[src/rtl/x_counter_pkg.sv]
// Shared types for the x_counter family: count modes, FSM states, direction encoding.
// Optional prescaler build switch used by the family: X_COUNTER_PRESCALE_EN.
package x_counter_pkg;

   typedef enum logic [1:0] {
      MODE_WRAP    = 2'd0,
      MODE_SAT     = 2'd1,
      MODE_ONESHOT = 2'd2
   } mode_t;

   typedef enum logic {
      ST_RUN  = 1'b0,
      ST_HALT = 1'b1
   } state_t;

   localparam logic DIR_UP   = 1'b0;
   localparam logic DIR_DOWN = 1'b1;

   // The reserved encoding 3 falls back to wrap-around counting.
   function automatic mode_t decode_mode(input logic [1:0] raw);
      case (raw)
         2'd1:    return MODE_SAT;
         2'd2:    return MODE_ONESHOT;
         default: return MODE_WRAP;
      endcase
   endfunction

endpackage

[src/rtl/x_counter_prescaler.sv]
// Step-tick generator: one tick every PRESCALE enabled cycles.
// Only compiled and instantiated when X_COUNTER_PRESCALE_EN is defined.
`ifdef X_COUNTER_PRESCALE_EN
module x_counter_prescaler
   import x_counter_pkg::*;
#(
   parameter int unsigned PRESCALE = 1
) (
   input  logic i_clk,
   input  logic i_rst,
   input  logic i_restart,
   input  logic i_advance,
   output logic o_tick
);

   localparam int unsigned CW = (PRESCALE > 1) ? $clog2(PRESCALE) : 1;
   localparam logic [CW-1:0] LAST = CW'(PRESCALE - 1);

   logic [CW-1:0] ticks;

   assign o_tick = (ticks == LAST);

   always_ff @(posedge i_clk) begin
      if (i_rst || i_restart) begin
         ticks <= '0;
      end else if (i_advance) begin
         ticks <= (ticks == LAST) ? '0 : ticks + CW'(1);
      end
   end

endmodule
`endif

[src/rtl/x_counter_param.sv]
// WIDTH-bit up/down counter with modulus MAX+1, load/clear and wrap/saturate/one-shot modes.
// Define X_COUNTER_PRESCALE_EN to step only every PRESCALE enabled cycles.
module x_counter_param
   import x_counter_pkg::*;
#(
   parameter int unsigned       WIDTH    = 16,
   parameter logic [WIDTH-1:0]  MAX      = '1,
   parameter int unsigned       PRESCALE = 1
) (
   input  logic             i_clk,
   input  logic             i_rst,
   input  logic             i_en,
   input  logic             i_dir,
   input  logic [1:0]       i_mode,
   input  logic             i_clr,
   input  logic             i_load,
   input  logic [WIDTH-1:0] i_load_val,
   output logic [WIDTH-1:0] o_count,
   output logic             o_tc,
   output logic             o_done
);

   if (WIDTH < 2 || WIDTH > 32) begin : g_bad_width
      $error("x_counter_param: WIDTH out of range");
   end
   if (MAX == '0) begin : g_bad_max
      $error("x_counter_param: MAX must be at least 1");
   end
   if (PRESCALE < 1) begin : g_bad_prescale
      $error("x_counter_param: PRESCALE must be at least 1");
   end

   state_t           state, state_nx;
   mode_t            mode;
   logic [WIDTH-1:0] count, count_nx;
   logic             tc, tc_nx;
   logic             done, done_nx;
   logic [WIDTH-1:0] term, stepped, load_clamped;
   logic             tick, step, at_term, moves;

   assign mode = decode_mode(i_mode);

`ifdef X_COUNTER_PRESCALE_EN
   x_counter_prescaler #(
      .PRESCALE(PRESCALE)
   ) u_prescaler (
      .i_clk    (i_clk),
      .i_rst    (i_rst),
      .i_restart(i_clr || i_load),
      .i_advance(i_en && (state == ST_RUN)),
      .o_tick   (tick)
   );
`else
   assign tick = 1'b1;
`endif

   // Next-count datapath; arithmetic is modulo MAX+1 in both directions.
   always_comb begin
      term         = (i_dir == DIR_DOWN) ? '0 : MAX;
      at_term      = (count == term);
      step         = (state == ST_RUN) && i_en && tick;
      moves        = step && !((mode == MODE_SAT) && at_term);
      load_clamped = (i_load_val > MAX) ? MAX : i_load_val;
      if (i_dir == DIR_DOWN) begin
         stepped = (count == '0) ? MAX : count - WIDTH'(1);
      end else begin
         stepped = (count == MAX) ? '0 : count + WIDTH'(1);
      end
   end

   always_ff @(posedge i_clk) begin
      if (i_rst) begin
         state <= ST_RUN;
      end else begin
         state <= state_nx;
      end
   end

   always_comb begin
      state_nx = state;
      if (i_clr || i_load) begin
         state_nx = ST_RUN;
      end else if (moves && (mode == MODE_ONESHOT) && (stepped == term)) begin
         state_nx = ST_HALT;
      end
   end

   always_comb begin
      count_nx = count;
      tc_nx    = 1'b0;
      done_nx  = done;
      if (i_clr) begin
         count_nx = '0;
         done_nx  = 1'b0;
      end else if (i_load) begin
         count_nx = load_clamped;
         done_nx  = 1'b0;
      end else if (moves) begin
         count_nx = stepped;
         tc_nx    = (stepped == term);
         if ((mode == MODE_ONESHOT) && (stepped == term)) begin
            done_nx = 1'b1;
         end
      end
   end

   always_ff @(posedge i_clk) begin
      if (i_rst) begin
         count <= '0;
         tc    <= 1'b0;
         done  <= 1'b0;
      end else begin
         count <= count_nx;
         tc    <= tc_nx;
         done  <= done_nx;
      end
   end

   assign o_count = count;
   assign o_tc    = tc;
   assign o_done  = done;

endmodule

[config.mk]
export PLATFORM = sky130hd
export DESIGN_NAME = x_counter_param
export DESIGN_NICKNAME = d
export VERILOG_FILES = /design/src/rtl/x_counter_pkg.sv /design/src/rtl/x_counter_prescaler.sv /design/src/rtl/x_counter_param.sv
export SDC_FILE = /design/constraint.sdc
export NUM_CORES = 1
export LEC_CHECK = 0
export ABC_CLOCK_PERIOD_IN_PS = 5150
export BUFFER_PORTS_ARGS = -buffer_cell sky130_fd_sc_hd__buf_2
export CORE_MARGIN = 2
export CORE_UTILIZATION = 50
export CTS_CLUSTER_SIZE = 8
export DETAILED_ROUTE_END_ITERATION = 6
export GPL_ROUTABILITY_DRIVEN = 0
export PLACE_DENSITY_LB_ADDON = 0.2
export SLEW_MARGIN = 40
export SYNTH_ARGS = -nofsm -noshare
export SYNTH_HDL_FRONTEND = slang
export SYNTH_SLANG_ARGS = --single-unit
[constraint.sdc]
create_clock -name i_clk -period 5.15 [get_ports i_clk]
set_input_delay 0.515 -clock i_clk [delete_from_list [all_inputs] [get_ports i_clk]]
set_output_delay 0.515 -clock i_clk [all_outputs]
set_load 0.05 [all_outputs]
Word-level counts from Yosys, hierarchy flattened --
Cells that the tools add are included.
Word-level totals: bits in registers 19, bits of input ports 24, output and inout bits 18
Cells by class: add/sub/neg operators 2, order comparisons 1, equality and inequality tests 7, multiplexer cells 8, bitwise operators 2, reduce and logical (&&, ||, !) cells 15
Operators with widths (number):
- $mux W16 | 7
- $eq A16 B16 Y1 | 2
- $add A16 B1 Y16 const B | 1
- $eq A16 B16 Y1 const B | 1
- $gt A16 B16 Y1 const B | 1
- $logic_not A16 Y1 | 1
- $sub A16 B1 Y16 const B | 1
- $logic_and A1 B1 Y1 | 6
- $eq A2 B1 Y1 const B | 2
- $eq A2 B2 Y1 const B | 2
- $pmux W2 S2 | 1
- $reduce_or A2 Y1 | 2
- $reduce_or A4 Y1 | 1
- $reduce_or A3 Y1 | 1
- $not A1 Y1 | 2
- $reduce_and A2 Y1 | 1
- $reduce_bool A2 Y1 | 1
- $logic_not A1 Y1 | 1
- $logic_or A1 B1 Y1 | 1

Depth between registers and ports, before layout --
word-level depth 8, gate-level depth with buffers 11, mapped depth without buffers 9

Least setup slack after synthesis --
Ideal clock, no wire load.
path type register -> register, from register count[0], in the netlist o_count[0], to register done, in the netlist o_done, arrival time 2.770 ns, data required time 5.081 ns, path slack 2.310 ns, stages on the path, launching flop included 12, buffers on the path 2, period minus slack after synthesis 2.840 ns, cells stage by stage dfxtp_1 -> buf_2 -> inv_1 -> ha_1 -> or3b_1 -> clkbuf_1 -> nor2_1 -> a21oi_1 -> nand4_1 -> a2111oi_0 -> nand4_1 -> o21ai_1
Between the ends: cells in the longest elaborated chain, start to end 6, elaborated cells between the ends (all ways) 14, classes of those cells 2 x add/sub; 3 x eq/ne; 3 x mux; 6 x reduce/logical
Ends and longest elaborated chain:
- start: declaration | line x_counter_param.sv:35 | logic [WIDTH-1:0] count, count_nx;
- start signal: assignment | line x_counter_param.sv:113 | count <= count_nx;
- $add A16 B1 Y16 (tied with other cells) | line x_counter_param.sv:67 | stepped = (count == MAX) ? '0 : count + WIDTH'(1);
- $mux W16, on equally long branches | line x_counter_param.sv:67, x_counter_param.sv:65
- $mux W16 | line x_counter_param.sv:64 | if (i_dir == DIR_DOWN) begin
- $eq A16 B16 Y1 | line x_counter_param.sv:101 | if ((mode == MODE_ONESHOT) && (stepped == term)) begin
- $logic_and A1 B1 Y1 | line x_counter_param.sv:101
- $reduce_and A2 Y1 (no source line) *
- end signal: assignment | line x_counter_param.sv:115 | done <= done_nx;
- end: declaration | line x_counter_param.sv:37 | logic done, done_nx;
Every way passes the cells marked *; elsewhere a longest branch is shown, timed or not. A chain may end at the register's enable or synchronous reset.

Worst setup path in the final report --
from register count[2], in the netlist o_count[2], to register count[4], in the netlist o_count[4]
Between the ends: cells in the longest elaborated chain, start to end 5, elaborated cells between the ends (all ways) 14, classes of those cells 2 x add/sub; 2 x eq/ne; 5 x mux; 5 x reduce/logical
Ends and longest elaborated chain (line):
- $add A16 B1 Y16 (tied with other cells) | x_counter_param.sv:67
- $mux W16 (tied with other cells) | x_counter_param.sv:67
- $mux W16 / $logic_not A1 Y1 (equally long branches) | x_counter_param.sv:64, x_counter_param.sv:62
- $mux W16 / $logic_and A1 B1 Y1 (equally long branches) | x_counter_param.sv:98, x_counter_param.sv:62
- $mux W16 / $reduce_bool A2 Y1 (equally long branches)
Parallel ways exist; a longest one is shown, timed or not. The select of a mux whose other input is x is not followed.

==> impl_metrics.yaml <==
run_status:
  run_status: "finished clean"
drt:
  vias: 2327
  first_pass_iters: 5
  drc: 0
  postRouteAntennaNets: 0
  drt-total-wl_um: 6260
  drtIter0Drc: 241
  detail_route.vias_per_cell: 6.63
  wire_per_inst_um: 17.8
worst_setup_path:
  start_kind: "flop"
  crit_path_cell_trace: "nand4_1, nor4_1, o2bb2a_2, o31a_2, o211a_1, or3_1, a21oi_1"
  r2r-start: "o_count[2]"
  r2r-end: "o_count[4]"
  arrival_ns: 3.34
  regToRegSetupSlack_ns: 2.01
  path_class: "flop to flop"
  critPathCaptureType: "flop"
  critPathMaxStageDelay_ns: 0.71
  required_ns: 5.34
  reg2regPathDepth: 7
  crit_fanout: 26
  worst_path_max_delay_cell: "dfxtp_1"
placed_design:
  dpl_cell_area_mm2: 0.00217
  pre_cts_ws_ns: 2.04
  hpwl_um: 4400
  port_buffers: 41
timing:
  period_share_pct: 61.0
  setup_viol: 0
  hold_violations: 0
  worst_clock_skew_ns: 0.00438
  finalCriticalPeriod_ns: 3.14
  worst_pin_slew_ns: 0.738
  final_max_slew_viol_count: 0
  maxSlewHeadroom_pct: 50.7
  rsz0062_at_grt: "no"
  fin_ws_ns: 2.01
  fmax_ghz: 0.318
  fin_setup_tns_ns: 0
synthesis:
  synth_nets: 312
  synth_cells: 285
  ys.flop_type: "dfxtp_1"
  yosysWarnings: 0
  synth_cell_type_count: 62
  synth_top_area_share_pct: 18.6
  seq_area_frac_synth_pct: 18.6
  syn_area_per_cell_um2: 7.17
  ys_seq_elements: 19
  synth-async-reset-ratio_pct: 0
  ys_top_cells_by_area: "dfxtp_1 19%, nand2_1 5.7%, nor2_1 4.8%"
  yosys.area.top_type: "dfxtp_1"
  synth_edf_count: 0
  syn-cell-area_mm2: 0.00204
finish:
  multi_input_area_mm2: 0.00150
  fill_cells: 401
  final_common_cell: "buf_2"
  final_area_mm2: 0.00222
  layout_common_cells: "41 x buf_2, 31 x nand2_1, 26 x nor2_1"
  final_core_util_pct: 55.8
  area_growth_pct: 8.51
  seq_area_um2: 380
  nNetsFinal: 329
  num_antenna_cells: 0
  final_layout_size_suffix_gt1_share_pct: 18.6
clock_tree:
  clockBufferDepth: 2
  holdBufCountCts: 0
  cts-root-buf: "clkbuf_8"
  insertion_delay_ns: 0.26
  cts_num_sinks: 19
  cts_tree: "built"
  numCtsBuffers: 3
  cts_resized: 0
  clkTransAtPathRegs_ns: 0.08
  cts_setup_buffers: 0
  h-tree-depth: 1
floorplan:
  rows: 23
  die_area_mm2: 0.00461
  start_util_pct: 51.4
  core_mm2: 0.00397
  chipHeight_um: 67.9
  io_pins: 42
  die_w_um: 67.9
power_and_ir_drop:
  power_density_mw_per_mm2: 214
  leakage_nw: 0.882
  vdd_drop_max_v: 0.000120
  p_total_w: 0.000473
global_route:
  met2_usage_pct: 42.5
  use_met3_pct: 5.59
  grt_max_degree: 28
  grt_pass1_vias: 1991
  grtUsageMet1_pct: 38.9
  grt_pass1_wl_um: 9840
  antenna_found_initial: 0
  grt_usage_pct: 28.2
  busiest_layer: "met2"
  overflow: 0
worst_hold_path:
  hold_path.class: "flop to flop"
  holdPathEnd: "o_done"
  min_from: "o_done"
  hold_path_depth: 2
run:
  max-cap-violations: 0
## cells in the mapped netlist (all sizes together) (8+ instances only)
cell,n
nor4,8
xor2,9
buf,11
nor2,26
nand4,11
clkbuf,18
nor3,8
a21oi,17
xnor2,8
nand2,31
nand3,15
dfxtp,19
o21ai,12
## critical path: cells and delay by family (launching register included)
kind	cells	cell delay, ns
compound gates	4	1.14
simple gates	3	1.21
flops	1	0.71
## per-layer routing
metal | up-vias | routed length (um)
met5 | - | 0
met4 | 0 | 195
met3 | 27 | 568
met2 | 153 | 2750
met1 | 1051 | 2740
li1 | 1096 | -
## power breakdown
| group | internal (W) | switching (W) | total (W) |
|---|---|---|---|
| registers | 0.000153 | 0.0000214 | 0.000174 |
| clock network | 0.0000552 | 0.0000548 | 0.000110 |
| logic | 0.0000691 | 0.000120 | 0.000189 |
| total | 0.000277 | 0.000196 | 0.000473 |
## flip-flops by register name, indices dropped and copies added, names as in the netlist
register / count
o_count: 16
o_done: 1
o_tc: 1
state: 1
## kinds of logic (layout without fill, tap and decap cells)
group           count (synthesis)  in the layout  synth area share (%)
simple gates                  125            125                  33.3
compound gates                 78             78                  27.2
buf+inv                        36             52                  8.20
flops                          19             19                  18.6
xor+xnor                       17             17                  7.29
mux                             7              7                  3.55
fa+ha+maj                       3              3                  1.84
## per-stage QoR
| step | instances | hold WS [ns] |
|---|---|---|
| after global placement | 347 | 0.439 |
| final | 351 | 0.450 |
| after global routing | 351 | 0.482 |
| after CTS | 351 | 0.452 |
| after floorplan | 285 | 0.427 |
| after detailed placement | 347 | 0.441 |
## how the worst max path moves through the flow
stage	startpoint	endpoint	slack (ns)	depth (start not counted)
floorplan	o_count[0]	o_done	2.31	11
global placement	o_count[2]	o_count[4]	1.95	7
detailed placement	o_count[0]	state	2.04	9
CTS	o_count[0]	state	2.01	9
global route	o_count[4]	o_count[4]	1.80	7
finish	o_count[2]	o_count[4]	2.01	7
## cell type report
class                           count  area share (%)
Multi-Input combinational cell    230            67.6
Sequential cell                    19            17.2
Timing Repair Buffer               41            9.26
Tap cell                           50            2.82
Clock buffer                        4            2.03
Inverter                            7            1.19
(Power assumes the default switching activity.)
